### config.mk
export PLATFORM = sky130hd
export DESIGN_NAME = ff_bank
export DESIGN_NICKNAME = d
export VERILOG_FILES = /design/src/rtl/ff_pkg.sv /design/src/rtl/ff_lane.sv /design/src/rtl/ff_bank.sv
export SDC_FILE = /design/constraint.sdc
export NUM_CORES = 1
export LEC_CHECK = 0
export CORE_ASPECT_RATIO = 1.75
export CORE_MARGIN = 3
export CORE_UTILIZATION = 55
export DETAILED_ROUTE_END_ITERATION = 10
export PLACE_DENSITY = 0.95
export SETUP_SLACK_MARGIN = 0.05
export SYNTH_ARGS = -nofsm -noshare
export SYNTH_HDL_FRONTEND = slang
export SYNTH_SLANG_ARGS = --single-unit
### constraint.sdc
create_clock -name clk -period 20.5 [get_ports clk]
set_input_delay 5.125 -clock clk [delete_from_list [all_inputs] [get_ports clk]]
set_output_delay 5.125 -clock clk [all_outputs]
set_load 0.03 [all_outputs]
### src/rtl/ff_pkg.sv
// Shared definitions for the ff_bank state-register primitive: mode encodings
// and a width-bounded population count.
package ff_pkg;

    localparam logic [1:0] MODE_JK = 2'd0;
    localparam logic [1:0] MODE_SR = 2'd1;
    localparam logic [1:0] MODE_D  = 2'd2;
    localparam logic [1:0] MODE_T  = 2'd3;

    // Widest vector popcount accepts; callers zero-extend and pass their real width.
    localparam int unsigned POP_MAX_W = 256;

    function automatic int unsigned popcount(input logic [POP_MAX_W-1:0] v,
                                             input int unsigned          n);
        int unsigned cnt;
        cnt = 0;
        for (int unsigned i = 0; i < POP_MAX_W; i++) begin
            if ((i < n) && v[i]) cnt++;
        end
        return cnt;
    endfunction

endpackage

### src/rtl/ff_lane.sv
// Combinational next-state for one flip-flop lane under JK/SR/D/T behaviour,
// plus a flag for the illegal S=R=1 combination.
module ff_lane
    import ff_pkg::*;
(
    input  logic [1:0] mode,
    input  logic       j,
    input  logic       k,
    input  logic       q,
    output logic       q_nxt,
    output logic       illegal
);

    always_comb begin
        q_nxt   = q;
        illegal = 1'b0;
        case (mode)
            MODE_JK: begin
                case ({j, k})
                    2'b10:   q_nxt = 1'b1;
                    2'b01:   q_nxt = 1'b0;
                    2'b11:   q_nxt = ~q;
                    default: q_nxt = q;
                endcase
            end
            MODE_SR: begin
                // S=R=1 keeps the lane unchanged and only raises the flag.
                case ({j, k})
                    2'b10:   q_nxt = 1'b1;
                    2'b01:   q_nxt = 1'b0;
                    2'b11:   illegal = 1'b1;
                    default: q_nxt = q;
                endcase
            end
            MODE_D:  q_nxt = j;
            MODE_T:  q_nxt = q ^ j;
            default: q_nxt = q;
        endcase
    end

endmodule

### src/rtl/ff_bank.sv
// Bank of WIDTH flip-flop lanes with selectable JK/SR/D/T behaviour, parallel
// load, change mask, sticky SR-illegal flag and saturating transition counter.
module ff_bank
    import ff_pkg::*;
#(
    parameter int unsigned      WIDTH   = 8,
    parameter int unsigned      CNT_W   = 16,
    parameter logic [WIDTH-1:0] RST_VAL = {WIDTH{1'b0}}
) (
    input  logic             clk,
    input  logic             rst,
    input  logic             en,
    input  logic [1:0]       mode,
    input  logic [WIDTH-1:0] j,
    input  logic [WIDTH-1:0] k,
    input  logic             load,
    input  logic [WIDTH-1:0] load_data,
    input  logic             err_clr,
    output logic [WIDTH-1:0] q,
    output logic [WIDTH-1:0] q_n,
    output logic [WIDTH-1:0] changed,
    output logic             sr_err,
    output logic [CNT_W-1:0] toggle_cnt
);

    localparam int unsigned PC_W  = $clog2(WIDTH + 1);
    localparam int unsigned SUM_W = ((CNT_W > PC_W) ? CNT_W : PC_W) + 1;
    localparam logic [CNT_W-1:0] CNT_MAX = {CNT_W{1'b1}};

    // The sum is one bit wider than either operand so overflow is visible before clamping.
    function automatic logic [CNT_W-1:0] sat_add(input logic [CNT_W-1:0] a,
                                                 input logic [PC_W-1:0]  b);
        logic [SUM_W-1:0] s;
        s = SUM_W'(a) + SUM_W'(b);
        if (s > SUM_W'(CNT_MAX)) return CNT_MAX;
        return s[CNT_W-1:0];
    endfunction

    logic [WIDTH-1:0] lane_nxt;
    logic [WIDTH-1:0] lane_ill;

    for (genvar i = 0; i < WIDTH; i++) begin : g_lane
        ff_lane u_lane (
            .mode    (mode),
            .j       (j[i]),
            .k       (k[i]),
            .q       (q[i]),
            .q_nxt   (lane_nxt[i]),
            .illegal (lane_ill[i])
        );
    end

    logic [WIDTH-1:0] q_next;
    logic [WIDTH-1:0] chg_next;
    logic             err_set;
    logic [PC_W-1:0]  chg_pop;
    logic [CNT_W-1:0] cnt_next;

    always_comb begin
        q_next  = q;
        err_set = 1'b0;
        if (load) begin
            q_next = load_data;
        end else if (en) begin
            q_next  = lane_nxt;
            err_set = (mode == MODE_SR) && (|lane_ill);
        end
        chg_next = q ^ q_next;
        chg_pop  = PC_W'(popcount(POP_MAX_W'(chg_next), WIDTH));
        cnt_next = sat_add(toggle_cnt, chg_pop);
    end

    always_ff @(posedge clk) begin
        if (rst) begin
            q          <= RST_VAL;
            changed    <= '0;
            sr_err     <= 1'b0;
            toggle_cnt <= '0;
        end else begin
            q          <= q_next;
            changed    <= chg_next;
            // A new illegal SR input outranks a simultaneous clear.
            sr_err     <= err_set | (sr_err & ~err_clr);
            toggle_cnt <= cnt_next;
        end
    end

    assign q_n = ~q;

endmodule

==> metrics.md <==
| Metric | Value |
|---|---|
| Status | `completed` |
| Insertion delay to the later sink of the worst-skew pair | `0.29 ns` |
| Syn_nets | `442` |
| Drt via density | `5.75` |
| Clk_skew | `0.0112 ns` |
| Crit Path Max Fanout | `25` |
| Top cell by count, worst path | `ha_1` |
| Pleak | `1.56 nW` |
| Post-DP HPWL | `6.24 mm` |
| Vias | `2959` |
| Max cap viols | `0` |
| Critical Path RT | `20.71 ns` |
| Final global-route overflow total | `0` |
| Post-route ant nets | `0` |
| Initial core utilization | `57.3%` |
| Core area | `0.00530 mm2` |
| Synthesized area | `0.00304 mm2` |
| Syn-to-layout area delta | `25.9%` |
| Global-route wire length before repair | `13.3 mm` |
| Primary FF master, synth | `dfxtp_1` |
| Commonest non-fill, non-tap cells in the layout | `71 x clkdlybuf4s50_1, 38 x a21oi_1, 36 x inv_1, 33 x dfxtp_1, 28 x ha_1` |
| CTS sink cnt | `33` |
| Layout cells sized above 1 | `5.44%` |
| Slew headroom | `39.3%` |
| Peak supply drop | `0.0000410 V` |
| Diodes inserted | `0` |
| Largest net degree at the start of global routing | `34` |
| Final Critical Period | `12.55 ns` |
| Die Y | `104 um` |
| Unique masters post-synth | `61` |
| CTS Hold Bufs | `0` |
| Input/output buffers | `71` |
| Layout Nets | `500` |
| #FFs+latches synth | `33` |
| Reg clk slew, reported paths | `0.07 ns` |
| GRT Total Usage | `25.1%` |
| Io pins | `72` |
| Final weighted congestion in routability-driven placement | `0.892` |
| Die Area | `0.00649 mm2` |
| Async SR Flop Fraction | `0%` |
| Post-Synthesis Cells | `382` |
| RSZ-0062 raised after global routing | `false` |
| WP data arrival | `12.77 ns` |
| Clk root buf | `clkbuf_8` |
| WHS | `0.537 ns` |
| Number of global-route vias before repair | `2973` |
| # setup viols final | `0` |
| H-tree depth | `2` |
| Ys Warns | `0` |
| Crit share post-route | `61.2%` |
| DR iter-0 viols | `163` |
| Peak Freq | `0.0797 GHz` |
| CTS tree | `done` |
| EDFF count, synth | `0` |
| Nature of the critical path startpoint | `primary input` |
| First-pass iteration count of the detailed router | `5` |
| Row count | `35` |
| TritonCTS buffer count | `5` |
| Wire length per cell | `15.4 um` |
| Fillcell total | `406` |
| Routed WL | `7.93 mm` |
| Final Hold Vio Count | `0` |
| Worst Hold Class | `flop to flop` |
| Max-slew violations | `0` |
| Final TNS setup | `0 ns` |
| Antenna violations before repair | `0` |
| Worst path max stage delay | `0.95 ns` |
| Most common cell after layout, fill and taps aside | `clkdlybuf4s50_1` |
| Resize count post-CTS | `0` |
| Avg Inst Size Synth | `7.95 um2` |
| Post-synthesis sequential area ratio | `21.7%` |
| Worst-Margin Slew | `0.907 ns` |
| Crit path kind | `primary input to flop` |
| PD cells | `74.0 mW/mm2` |
| Max Root-Sink Buffers | `2` |
| Crit. End Element | `flop` |
| DRC | `0` |
| Setup bufs post-CTS | `0` |
| Critical Path Slowest Stage Cell | `clkdlybuf4s50_1` |
| Die X | `62.2 um` |
-- state kept, by name, summed over array words and instances, names as in the netlist --
register    count
toggle_cnt     16
changed         8
q               8
sr_err          1
-- logic make-up (layout without fill, tap and decap cells) --
logic type / count (synthesis) / count (layout) / synth area share [%]
compound gates: 94 / 94 / 20.5
xor+xnor: 27 / 27 / 9.14
fa+ha+maj: 31 / 31 / 12.9
buf+inv: 58 / 117 / 8.28
flops: 33 / 33 / 21.7
mux: 20 / 20 / 6.75
simple gates: 119 / 119 / 20.7
-- per-layer routing --
metal | global-route usage (%) | share of wire (%) | vias to the layer above
met2 | 46.9 | 55 | 122
met1 | 25.2 | 36 | 1360
met4 | 15.8 | 4.8 | 0
met3 | 3.89 | 4.4 | 34
li1 | - | - | 1443
met5 | 0 | 0 | -
-- cell usage after synthesis (4+ instances only) --
library cell	number	area, um2
nand3_1	6	30.0
and2_1	4	25.0
or3_1	6	37.5
nand2b_1	11	68.8
mux2_2	4	45.0
mux2i_1	16	160
a21oi_1	38	190
o21ai_0	14	70.1
xnor2_1	14	123
nor2_1	27	101
nor2b_1	18	113
ha_1	28	350
xor2_1	10	87.6
a31oi_1	5	31.3
nand2_1	22	82.6
dfxtp_1	33	661
clkbuf_1	12	45.0
inv_1	36	135
nor3_1	7	35.0
nand4_1	4	25.0
buf_4	9	67.6
-- worst max-delay path, delay by kind of cell --
kind | cells | cell delay, ns
adders and majority gates | 5 | 1.66
xor gates and xnor gates | 5 | 0.96
and+or+nand+nor | 8 | 1.60
AOI/OAI and AO/OA | 9 | 1.91
buffers and inverters | 3 | 1.53
-- per-stage QoR --
step / worst slack [ns] / cells / utilization (%) / area [um2] / power [W]
2_1_floorplan: 9.51 / 382 / - / 3040 / 0.000190
5_1_grt: 7.34 / 515 / 72.2 / 3830 / 0.000302
3_5_place_dp: 7.76 / 507 / 70.6 / 3740 / 0.000233
3_3_place_gp: 8.17 / 507 / 70.6 / 3740 / 0.000224
6_report: 7.95 / 515 / 72.2 / 3830 / 0.000283
4_1_cts: 8.03 / 515 / 72.2 / 3830 / 0.000283
-- report_power, final --
group	internal, W	switching (W)	total [W]
sequential	0.0000703	0.00000438	0.0000747
clock	0.0000234	0.0000259	0.0000494
combinational	0.0000719	0.0000873	0.000159
-- area by class of cell --
| class | count | area (um2) | area share, % |
|---|---|---|---|
| Multi-Input combinational cell | 291 | 2130 | 55.6 |
| Timing Repair Buffer | 73 | 726 | 19.0 |
| Sequential cell | 33 | 661 | 17.3 |
| Inverter | 36 | 135 | 3.53 |
| Tap cell | 74 | 92.6 | 2.42 |
| Clock buffer | 5 | 68.8 | 1.80 |
| Clock inverter | 3 | 17.5 | 0.458 |
-- final timing paths --
check / from / to / cells after the start / slack, ns
min: sr_err$_SDFF_PP0_ / sr_err$_SDFF_PP0_ / 2 / 0.54
max reg2reg: q[0]$_SDFF_PP0_ / toggle_cnt[3]$_SDFF_PP0_ / 27 / 13.99
max: mode[1] / toggle_cnt[3]$_SDFF_PP0_ / 30 / 7.95
min reg2reg: sr_err$_SDFF_PP0_ / sr_err$_SDFF_PP0_ / 2 / 0.54
Power figures use the tool's default switching activity.
